--- src/rtl/shift_seq_pkg.sv ---
// ---------------------------------------------------------------------------
// shift_seq_pkg
//   Shared definitions for the shift sequencer:
//   - sel encodings driven to the downstream bidirectional shift register
//   - sequencer FSM state enum
// ---------------------------------------------------------------------------
package shift_seq_pkg;

   // Mode select to the shift register. 2'b11 is never driven.
   localparam logic [1:0] SEL_HOLD = 2'b00;
   localparam logic [1:0] SEL_SHL  = 2'b01;   // shift left, serial in via d1
   localparam logic [1:0] SEL_SHR  = 2'b10;   // shift right, serial in via d0

   typedef enum logic [1:0] {
      IDLE  = 2'd0,
      SHIFT = 2'd1,
      DONE  = 2'd2
   } state_t;

endpackage

--- src/rtl/shift_sequencer.sv ---
// ---------------------------------------------------------------------------
// shift_sequencer
//   Upstream feeder for a WIDTH-deep bidirectional shift register. Accepts a
//   parallel word + direction + length over valid/ready, then serialises it
//   one bit per clock onto d0 (right shift) or d1 (left shift) while driving
//   the register's sel. A one-cycle done pulse marks completion.
//
//   Optional feature (macro SHIFT_SEQ_PARITY_EN): after the data bits one
//   extra shift cycle carries the even parity (XOR) of the bits sent.
//
// Ports
//   clk       in   system clock, rising edge
//   rst       in   synchronous active-low reset
//   in_valid  in   request present
//   in_ready  out  request can be accepted (combinational)
//   in_data   in   [WIDTH] word to serialise
//   in_dir    in   0 = right via d0, 1 = left via d1
//   in_len    in   [CNT_W] bits to shift (clamped to WIDTH)
//   pause     in   freeze shifting while high
//   sel       out  [2] mode select to the shift register
//   d0, d1    out  serial data for right / left shift
//   busy      out  transfer in progress
//   done      out  one-cycle completion pulse
// ---------------------------------------------------------------------------
module shift_sequencer
   import shift_seq_pkg::*;
#(
   parameter int WIDTH = 4,
   parameter int CNT_W = $clog2(WIDTH + 1)
) (
   input  logic             clk,
   input  logic             rst,
   input  logic             in_valid,
   output logic             in_ready,
   input  logic [WIDTH-1:0] in_data,
   input  logic             in_dir,
   input  logic [CNT_W-1:0] in_len,
   input  logic             pause,
   output logic [1:0]       sel,
   output logic             d0,
   output logic             d1,
   output logic             busy,
   output logic             done
);

   // One extra bit of headroom so the parity slot (index len) and the index
   // arithmetic in pick_bit never wrap.
   localparam int PW = CNT_W + 1;

   state_t           state, state_n;
   logic [WIDTH-1:0] data_q, data_n;
   logic             dir_q, dir_n;
   logic [CNT_W-1:0] len_q, len_n;
   // Count of bits already taken by the shift register. A bit is taken on
   // every edge where sel is non-hold, so it advances on that edge even if
   // pause is high; pause only suppresses presenting the following bit.
   logic [PW-1:0]    pos, pos_n;

   logic             hs;
   logic [CNT_W-1:0] in_len_eff;
   logic [1:0]       sel_n;
   logic             d0_n, d1_n, busy_n, done_n;
   logic             nbit;

   assign in_ready   = (state == IDLE) && rst;
   assign hs         = in_valid && in_ready;
   assign in_len_eff = (in_len > CNT_W'(WIDTH)) ? CNT_W'(WIDTH) : in_len;

   // Number of shift cycles (data bits plus optional parity slot).
   function automatic logic [PW-1:0] total_bits(input logic [CNT_W-1:0] len);
`ifdef SHIFT_SEQ_PARITY_EN
      total_bits = PW'(len) + PW'(len != '0);
`else
      total_bits = PW'(len);
`endif
   endfunction

   // Serial bit for slot idx: right sends data[0] first, left sends
   // data[len-1] first; slot idx==len is the parity of the bits sent.
   function automatic logic pick_bit(input logic [WIDTH-1:0] data,
                                     input logic             dir,
                                     input logic [CNT_W-1:0] len,
                                     input logic [PW-1:0]    idx);
      logic par;
      par      = 1'b0;
      pick_bit = 1'b0;
      for (int i = 0; i < WIDTH; i++) begin
         if (PW'(i) < PW'(len))
            par = par ^ data[i];
         if (!dir && (PW'(i) == idx))
            pick_bit = data[i];
         if (dir && ((PW'(i) + idx + PW'(1)) == PW'(len)))
            pick_bit = data[i];
      end
      if (idx == PW'(len))
         pick_bit = par;
   endfunction

   // ------------------------------------------------------------------
   // State and registered outputs
   // ------------------------------------------------------------------
   always_ff @(posedge clk) begin
      if (!rst) begin
         state  <= IDLE;
         pos    <= '0;
         data_q <= '0;
         dir_q  <= 1'b0;
         len_q  <= '0;
         sel    <= SEL_HOLD;
         d0     <= 1'b0;
         d1     <= 1'b0;
         busy   <= 1'b0;
         done   <= 1'b0;
      end else begin
         state  <= state_n;
         pos    <= pos_n;
         data_q <= data_n;
         dir_q  <= dir_n;
         len_q  <= len_n;
         sel    <= sel_n;
         d0     <= d0_n;
         d1     <= d1_n;
         busy   <= busy_n;
         done   <= done_n;
      end
   end

   // ------------------------------------------------------------------
   // Next state
   // ------------------------------------------------------------------
   always_comb begin
      state_n = state;
      pos_n   = pos;
      data_n  = data_q;
      dir_n   = dir_q;
      len_n   = len_q;
      case (state)
         IDLE: begin
            if (hs) begin
               data_n  = in_data;
               dir_n   = in_dir;
               len_n   = in_len_eff;
               pos_n   = '0;
               state_n = (in_len_eff == '0) ? DONE : SHIFT;
            end
         end
         SHIFT: begin
            pos_n = pos + PW'(sel != SEL_HOLD);
            // A pause on the final edge still costs one hold cycle before DONE.
            if (!pause && (pos_n == total_bits(len_q)))
               state_n = DONE;
         end
         DONE: begin
            state_n = IDLE;
            pos_n   = '0;
         end
         default: state_n = IDLE;
      endcase
   end

   // ------------------------------------------------------------------
   // Next values of the registered outputs
   // ------------------------------------------------------------------
   always_comb begin
      sel_n  = SEL_HOLD;
      d0_n   = 1'b0;
      d1_n   = 1'b0;
      busy_n = 1'b0;
      done_n = 1'b0;
      nbit   = pick_bit(data_n, dir_n, len_n, pos_n);
      case (state_n)
         SHIFT: begin
            busy_n = 1'b1;
            if ((state == SHIFT) && pause) begin
               // Hold cycle: serial lines frozen, register not clocked.
               d0_n = d0;
               d1_n = d1;
            end else begin
               sel_n = dir_n ? SEL_SHL : SEL_SHR;
               if (dir_n) d1_n = nbit;
               else       d0_n = nbit;
            end
         end
         DONE:    done_n = 1'b1;
         default: ;
      endcase
   end

endmodule

--- config.mk ---
export PLATFORM = sky130hd
export DESIGN_NAME = shift_sequencer
export DESIGN_NICKNAME = d
export VERILOG_FILES = /design/src/rtl/shift_seq_pkg.sv /design/src/rtl/shift_sequencer.sv
export SDC_FILE = /design/constraint.sdc
export NUM_CORES = 1
export LEC_CHECK = 0
export CORE_MARGIN = 3
export CORE_UTILIZATION = 50
export CTS_CLUSTER_SIZE = 16
export DETAILED_ROUTE_END_ITERATION = 6
export GPL_ROUTABILITY_DRIVEN = 1
export HOLD_SLACK_MARGIN = 0.1
export PLACE_DENSITY = 0.77
export SETUP_SLACK_MARGIN = 0.2
export SYNTH_ARGS = -nofsm -noshare
export SYNTH_HDL_FRONTEND = slang
export SYNTH_SLANG_ARGS = --single-unit
--- constraint.sdc ---
create_clock -name clk -period 7.3 [get_ports clk]
set_input_delay 1.825 -clock clk [delete_from_list [all_inputs] [get_ports clk]]
set_output_delay 1.825 -clock clk [all_outputs]
set_load 0.005 [all_outputs]
Yosys cells after proc, flatten, opt, wreduce, memory -nomap -nowiden
Cells that the tools add are included.
Operators by class
  mux-type cells: 31
  $lt $le $gt $ge: 5
  add/sub/neg operators: 7
  reduce and logical (&&, ||, !) cells: 20
  equality and inequality tests: 13
  bitwise operators: 5
Operators by type and width (count)
  $eq 4x3->1: 6
  $mux 1: 19
  $add 4x1->4 const B: 3
  $logic_and 1x1->1: 12
  $mux 4: 3
  $pmux 4 s3: 1
  $mux 3: 3
  $add 2x4->4 const A: 2
  $eq 2x4->1 const A: 2
  $mux 2: 4
  $lt 1x3->1 const A: 2
  $lt 2x3->1 const A: 2
  $add 1x4->4 const A: 1
  $add 4x1->4: 1
  $eq 1x4->1 const A: 1
  $eq 2x1->1 const B: 2
  $eq 2x2->1 const B: 2
  $logic_not 4->1: 1
  $pmux 2 s2: 1
  $gt 3x3->1 const B: 1
  $logic_not 3->1: 1
  $reduce_or 3->1: 1
  $xor 1x1->1: 3
  $logic_not 1->1: 2
  other kinds (4): 5
Word-level totals
  output and inout port bits: 7
  input bits: 12
  bits in registers: 20
  word-level logic and storage cells: 91

Longest topological paths before layout
Gate-level depths: netlist (run 1).
  depth after elaboration: 17
  depth in mapped cells: 13
  gate-level depth less buffers: 13

Worst setup path after synthesis (run 1)
Ideal clock, no wire load.
  kind: input-to-reg
  start point: input in_valid
  end point: register d0
  setup slack: 3337 ps
  arrival time: 3840 ps
  library setup time: 124 ps
  stages: 9
  data required time: 7176 ps
  path buffers: 0
  path through: a21o_1 -> o311a_1 -> inv_2 -> ha_1 -> xnor3_1 -> mux2i_1 -> a21bo_2 -> a211oi_1 -> nor3_1
Between the ends
  cells in the longest elaborated chain, start to end: 15
  elaborated cells between the ends (all ways): 58
  classes of those cells: 6 x add/sub; 4 x order compare; 9 x eq/ne; 24 x mux; 3 x bitwise; 12 x reduce/logical
Ends and longest elaborated chain
  start, declared: line shift_sequencer.sv:33  | input logic in_valid,
  $logic_and 1x1->1 (*): line shift_sequencer.sv:66  | assign hs = in_valid && in_ready;
  $mux 4 (*): line shift_sequencer.sv:139  | if (hs) begin
  $pmux 4 s3 (*): line shift_sequencer.sv:137  | case (state)
  via pos_n[1]: line shift_sequencer.sv:57  | logic [PW-1:0] pos, pos_n;
  branches (longest 10 deep; another with $add 1x4->4)
  $mux 1 (*): line shift_sequencer.sv:95  | if (idx == PW'(len))
  $mux 1 (*): line shift_sequencer.sv:180  | if (dir_n) d1_n = nbit;
  end signal, assigned: line shift_sequencer.sv:121  | d0 <= d0_n;
  end, declared: line shift_sequencer.sv:40  | output logic d0,
Mark *: on every way through the listed nets, which the timed path passes.
A chain may end at the register's enable or synchronous reset.

Worst setup path after layout (run 1)
  start point: input rst
  end point: output in_ready
Between the ends
  cells in the longest elaborated chain, start to end: 1
Ends and longest elaborated chain
  start, declared: line shift_sequencer.sv:32  | input logic rst,
  $logic_and 1x1->1: line shift_sequencer.sv:65  | assign in_ready = (state == IDLE) && rst;
  end, declared: line shift_sequencer.sv:34  | output logic in_ready,
No other way between the ends.

==> impl_summary.log, run 1 <==
[metrics] Setup CP Type: in -> out
[metrics] routed length per placed instance: between 15 and 20 um
[metrics] synthesized area divided by synthesized cell count: 9.27 um^2
[metrics] post-synthesis sequential element count: 20
[metrics] final-report hold violation count: 0
[metrics] pin count of the biggest net entering global routing: 17
[metrics] arrival time at the worst endpoint: 3.42 ns
[metrics] Setup crit end kind: primary output
[metrics] vias per inst: slightly below 6
[metrics] Critical Path Slowest Stage Cell: clkdlybuf4s50_1
[metrics] first-pass GRT wire length: 5400 um
[metrics] maximum buffer depth of the clock tree: 2
[metrics] Die Footprint: 3700 um^2
[metrics] Critical Path RT: roughly 5.5 ns
[metrics] antenna cells: 0
[metrics] maximum resistive drop on vdd: 0.0812 mV
[metrics] Std-Cell Rows: 19
[metrics] clock transition time at the flip-flop clock pins of the worst setup and hold paths: 0.10 ns
[metrics] IO Count: 19
[metrics] mapped cell area: 1500 um^2
[metrics] family with the most delay on the worst path: buffers and inverters
[metrics] post-synthesis instance total: 162
[metrics] overflow left after global routing: 0
[metrics] total via count after detailed routing: 1240
[metrics] power per cell area: 130 nW/um^2
[metrics] outcome: complete, no violations
[metrics] Die Width: 60.8 um
[metrics] Pre-antenna DRT Iters: 4
[metrics] number of buffers created by CTS: 3
[metrics] worst max-slew margin expressed relative to the limit: 0.550
[metrics] total power of the final layout: 223 uW
[metrics] setup TNS after final layout: 0 ns
[metrics] peak clock frequency supported by timing: 191 MHz
[metrics] ratio of cells with drive above 1 in the final layout: 0.123
[metrics] vertical die dimension: 60.8 um
[metrics] Post-layout nets: 200
[metrics] HPWL reported at the end of detailed placement: 2680 um
[metrics] Leakage Power: 0.662 nW
[metrics] count of input and output buffers: 18
[metrics] Min-Delay Path Class: reg -> reg
[metrics] Core Region: 2810 um^2
[metrics] crit path cell chain: clkdlybuf4s50_1, nand2b_1, nor2_1, clkdlybuf4s50_1
[metrics] Initial Util: 0.535
[metrics] FF/Latch Area: ~400 um^2
[metrics] footprint of the multi-input gates: 1050 um^2
[metrics] fill count: 245
[metrics] DRC Markers: 0
[metrics] Hold-fix buffers, CTS: 0
[metrics] count of final setup violators: 0
[metrics] Min Clock Period, post-route: about 5.2 ns
[metrics] Setup Skew: around 0.0034 ns
[metrics] Worst path max stage delay: 0.75 ns
[metrics] placer's final routability congestion estimate: 0.843
[metrics] Post-DRT Antenna Nets: 0
[metrics] vias in the first global route: approximately 1200
[metrics] total count of max-transition violations in the final report: 0
[metrics] CP Buf/Inv Count: 2
[metrics] clock tree from TritonCTS: yes
[metrics] post-CTS sizing: 0
[metrics] syn nets: 181
[metrics] Iter 0 DRT Violations: 99
[metrics] number of violations of the max-capacitance limit: 0
[metrics] Syn-to-layout area delta: 14.3%
[metrics] count of cell types in the netlist: between 50 and 60
[metrics] Worst-Skew Late Latency: 0.29 ns
[metrics] portion of the clock cycle consumed by the worst path in the final layout: 0.718
[metrics] share of flip-flops with an asynchronous set or reset after synthesis: 0
[metrics] library cell appearing most often on the critical path: clkdlybuf4s50_1
[metrics] number of levels in the clock H-tree: 1
[metrics] Post-synth EDFFs: 0
[metrics] clk sink count: 20
[metrics] worst-margin pin slew: 0.675 ns
[metrics] RSZ-0062 raised after global routing: false
[metrics] dominant register cell in the synthesized netlist: dfxtp_1
[metrics] cell at the root of the clock tree: clkbuf_4
[metrics] Yosys Warn Count: 0
[metrics] antenna violations before repair: 0
[metrics] largest fanout on the critical path: 16
[metrics] combined global-route utilization of all metal layers: 0.193
[metrics] kind of start point of the critical path: input pin
[metrics] sequential-to-total area share from yosys stat: 0.267
[metrics] buffer count from post-CTS setup fixing: 0
[metrics] total wire length: 3330 um
## kinds of logic (layout without fill, tap and decap cells)
logic type | after synthesis | after routing | share of synthesized area
and+or+nand+nor | 75 | 75 | 0.325
xor gates and xnor gates | 12 | 12 | 0.0883
buffers and inverters | 9 | 26 | 0.0308
adders and majority gates | 7 | 7 | 0.0583
AOI/OAI and AO/OA | 28 | 28 | 0.144
muxes | 11 | 11 | 0.0867
DFF | 20 | 20 | 0.267
## cell usage after synthesis (2+ instances only)
library cell  number  area share
a211oi_1           2       0.010
a21oi_1            9       0.030
a31oi_1            2      0.0083
and2_1             2      0.0083
and2b_1            3       0.015
and2b_2            2       0.012
dfxtp_1           20        0.27
ha_1               7       0.058
inv_1              3      0.0075
inv_2              2      0.0050
mux2i_1            8       0.053
mux2i_2            2       0.018
nand2_1            7       0.018
nand2b_1           4       0.017
nand3_1            7       0.023
nand3b_1           6       0.030
nand4_1            2      0.0083
nor2_1             9       0.022
nor2b_1           11       0.046
nor3_1             5       0.017
nor3b_1            3       0.015
nor4_1             2      0.0083
o211ai_1           3       0.015
or3_1              2      0.0083
xnor2_1            8       0.047
xnor3_1            2       0.030
xor2_1             2       0.012
## where the power goes
part / switching (mW) / total, mW / internal, mW
clock: 0.0317 / 0.0509 / 0.0192
combinational: 0.0270 / 0.0543 / 0.0272
sequential: 0.00441 / 0.118 / 0.114
total: 0.0632 / 0.223 / 0.160
## worst min-delay path, cell delays in order (launching register included)
cell and delay, ns:
dfxtp_1 0.33, mux2i_1 0.11, nor2b_1 0.11
## layout by cell type, fill, tap and decap left out, types with 4 or more instances in the layout
| cell type | instances |
|---|---|
| xnor2_1 | 8 |
| ha_1 | 7 |
| nand2_1 | 7 |
| nor2b_1 | 11 |
| nand3_1 | 7 |
| nand3b_1 | 6 |
| mux2i_1 | 8 |
| nor3_1 | 5 |
| a21oi_1 | 9 |
| nand2b_1 | 4 |
| nor2_1 | 9 |
| clkdlybuf4s50_1 | 18 |
| dfxtp_1 | 20 |
## routing by layer
metal  global-route usage  up-vias  routed length [um]  part of all wire
met5                    0        -                   0                 0
li1                     -      631                   -                 -
met2                0.334       26                1670              0.50
met4               0.0650        0                  61             0.018
met1                0.255      577                1490              0.45
met3               0.0106        6                 110             0.033
## flip-flops by register name, indices dropped and copies added, names as in the netlist
name and flops:
data_q 4, pos 4, len_q 3, sel 2, state 2, busy 1, d0 1, d1 1
dir_q 1, done 1
## layout make-up
type / count / area share
Sequential cell: 20 / 0.233
Tap cell: 31 / 0.0226
Inverter: 5 / 0.0109
Clock buffer: 3 / 0.0131
Timing Repair Buffer: 18 / 0.105
Multi-Input combinational cell: 133 / 0.615
## through the flow
stage,utilization,setup WS (ns),cell area (um^2),hold slack [ns],cells
2_1_floorplan,-,3.34,1500,0.489,162
3_5_place_dp,0.603,2.06,1690,0.551,207
3_3_place_gp,0.603,2.11,1690,0.539,207
6_report,0.612,2.06,1720,0.574,210
5_1_grt,0.612,1.92,1720,0.604,210
4_1_cts,0.612,2.05,1720,0.585,210
## final timing paths
path,depth (start not counted),slack [ns],start,endpoint
setup / recovery,4,2.06,rst,in_ready
hold / removal,2,0.57,data_q[2],data_q[2]
setup reg to reg,13,3.85,sel[1],d0
hold reg to reg,2,0.57,data_q[2],data_q[2]
Power figures use the tool's default switching activity.
==> run 2, diff against run 1 <==
Settings changed: PLACE_DENSITY 0.77 to 0.8.
Clock period 7.3 ns to 4.7 ns, I/O delays scaled along.
==> impl_summary.log, run 2 (same netlist as run 1, synthesis figures left out) <==
[metrics] outcome: complete, no violations (unchanged)
[metrics] clk sink count: 20 (unchanged)
[metrics] Worst-Skew Late Latency: 0.31 ns (was 0.29 ns)
[metrics] vias per inst: 6.05 (was 5.90)
[metrics] Iter 0 DRT Violations: 58 (was 99)
[metrics] total wire length: 3560 um (was 3330 um)
[metrics] vertical die dimension: 60.8 um (unchanged)
[metrics] most common library cell in the layout ignoring fill and taps: dfxtp_1 (unchanged)
[metrics] DRC Markers: 0 (unchanged)
[metrics] post-route worst hold slack: 0.561 ns (was 0.574 ns)
[metrics] arrival time at the worst endpoint: 4.11 ns (was 3.42 ns)
[metrics] Syn-to-layout area delta: 17.3% (was 14.3%)
[metrics] clock tree from TritonCTS: yes (unchanged)
[metrics] routed length per placed instance: 16.7 um (was 15.8 um)
[metrics] post-CTS sizing: 0 (unchanged)
[metrics] pin count of the biggest net entering global routing: 16 (was 17)
[metrics] kind of start point of the critical path: input pin (unchanged)
[metrics] overflow left after global routing: 0 (unchanged)
[metrics] Setup crit end kind: register (was primary output)
[metrics] FF/Latch Area: 400 um^2 (unchanged)
[metrics] Post-DP Area: 1710 um^2 (was 1690 um^2)
[metrics] final-report hold violation count: 0 (unchanged)
[metrics] number of buffers created by CTS: 3 (unchanged)
[metrics] placer's final routability congestion estimate: 0.975 (was 0.843)
[metrics] total power of the final layout: 416 uW (was 223 uW)
[metrics] Core Region: 2810 um^2 (unchanged)
[metrics] RSZ-0062 raised after global routing: false (unchanged)
[metrics] total count of max-transition violations in the final report: 0 (unchanged)
[metrics] Post-layout nets: 202 (was 200)
[metrics] count of input and output buffers: 18 (unchanged)
[metrics] HPWL reported at the end of detailed placement: 2740 um (was 2680 um)
[metrics] antenna cells: 0 (unchanged)
[metrics] worst-margin pin slew: 0.563 ns (was 0.675 ns)
[metrics] number of levels in the clock H-tree: 1 (unchanged)
[metrics] Die Footprint: 3700 um^2 (unchanged)
[metrics] worst max-slew margin expressed relative to the limit: 0.620 (was 0.550)
[metrics] setup TNS after final layout: 0 ns (unchanged)
[metrics] Die Width: 60.8 um (unchanged)
[metrics] power per cell area: 236 nW/um^2 (was 130 nW/um^2)
[metrics] final core utilization: 0.628 (was 0.612)
[metrics] Hold Path Stages: 2 (unchanged)
[metrics] Min Clock Period, post-route: between 3 and 4 ns
[metrics] buffer count from post-CTS setup fixing: 0 (unchanged)
[metrics] Min-Delay Path Class: reg -> reg (unchanged)
[metrics] final cell area excluding filler cells: 1760 um^2 (was 1720 um^2)
[metrics] peak clock frequency supported by timing: 257 MHz
[metrics] footprint of the multi-input gates: 1050 um^2 (unchanged)
[metrics] Setup CP Type: in -> reg (was in -> out)
[metrics] Hold-fix buffers, CTS: 0 (unchanged)
[metrics] Pre-antenna DRT Iters: 4 (unchanged)
[metrics] maximum buffer depth of the clock tree: 2 (unchanged)
[metrics] number of violations of the max-capacitance limit: 0 (unchanged)
[metrics] Leakage Power: 0.686 nW (was 0.662 nW)
[metrics] count of final setup violators: 0 (unchanged)
[metrics] combined global-route utilization of all metal layers: 0.216 (was 0.193)
[metrics] IO Count: 19 (unchanged)
[metrics] Initial Util: 0.535 (unchanged)
[metrics] Critical Path RT: 4.92 ns (was 5.48 ns)
[metrics] fill count: 243 (was 245)
[metrics] maximum resistive drop on vdd: 0.106 mV (was 0.0812 mV)
[metrics] Post-DRT Antenna Nets: 0 (unchanged)
[metrics] Std-Cell Rows: 19 (unchanged)
[metrics] first-pass GRT wire length: 5910 um (was 5400 um)
[metrics] Setup Skew: 0.0102 ns (was 0.00339 ns)
[metrics] top library cells by usage in the layout, fill and taps aside: dfxtp_1, clkdlybuf4s50_1, nor2b_1 (unchanged)
[metrics] depth of the worst register-to-register path: 13 (unchanged)
[metrics] cell at the root of the clock tree: clkbuf_4 (unchanged)
[metrics] total via count after detailed routing: 1288 (was 1240)
[metrics] clock transition time at the flip-flop clock pins of the worst setup and hold paths: 0.13 ns (was 0.10 ns)
[metrics] vias in the first global route: 1324 (was 1195)
[metrics] portion of the clock cycle consumed by the worst path in the final layout: 0.829
[metrics] Regs by FF count: data_q: 4 flops, pos: 4 flops, len_q: 3 flops (unchanged)
[metrics] largest fanout on the critical path: 7 (was 16)
[metrics] antenna violations before repair: 0 (unchanged)
[metrics] ratio of cells with drive above 1 in the final layout: 0.137 (was 0.123)
## run 2: final cells by class
cell class,instances,share of cell area
clock buffers,3,0.0128
clock inverters,1,0.0171
inverters,5,0.0107
multi-input cells,133,0.599
flip-flops and latches,20,0.227
well taps,31,0.0220
repair buffers,20,0.111
## run 2: path summary, 6_finish.rpt
path / start / endpoint / slack, ns
worst max register to register: sel[1] / d0 / 1.15
worst min-delay path: data_q[1] / data_q[1] / 0.56
worst min register to register: data_q[1] / data_q[1] / 0.56
worst max-delay path: in_valid / d0 / 0.81
## run 2: through the flow
step	setup WS, ns	instances
2_1_floorplan	1.39	162
3_3_place_gp	0.572	209
3_5_place_dp	0.517	209
4_1_cts	0.853	213
5_1_grt	0.545	213
6_report	0.806	213
## run 2: report_power, final
group / total [mW] / internal (mW) / leakage [nW] / switching [mW]
sequential: 0.184 / 0.177 / 0.163 / 0.00680
combinational: 0.0868 / 0.0436 / 0.496 / 0.0433
clock: 0.145 / 0.0862 / 0.0279 / 0.0592
## run 2: critical path: stages
cell	delay, ns
clkdlybuf4s50_1	0.47
a21o_1	0.25
o311a_1	0.42
inv_2	0.17
ha_1	0.33
xnor3_1	0.51
mux2i_1	0.30
nand3_1	0.16
a211oi_1	0.24
nor3_1	0.08
## run 2: per-layer routing
metal  part of all wire  wire length [um]  up-vias  track usage
met5                  0                 0        -            0
met2               0.50              1800       31        0.385
li1                   -                 -      633            -
met3              0.046               163        4       0.0255
met4              0.013                45        0       0.0774
met1               0.44              1560      620        0.267
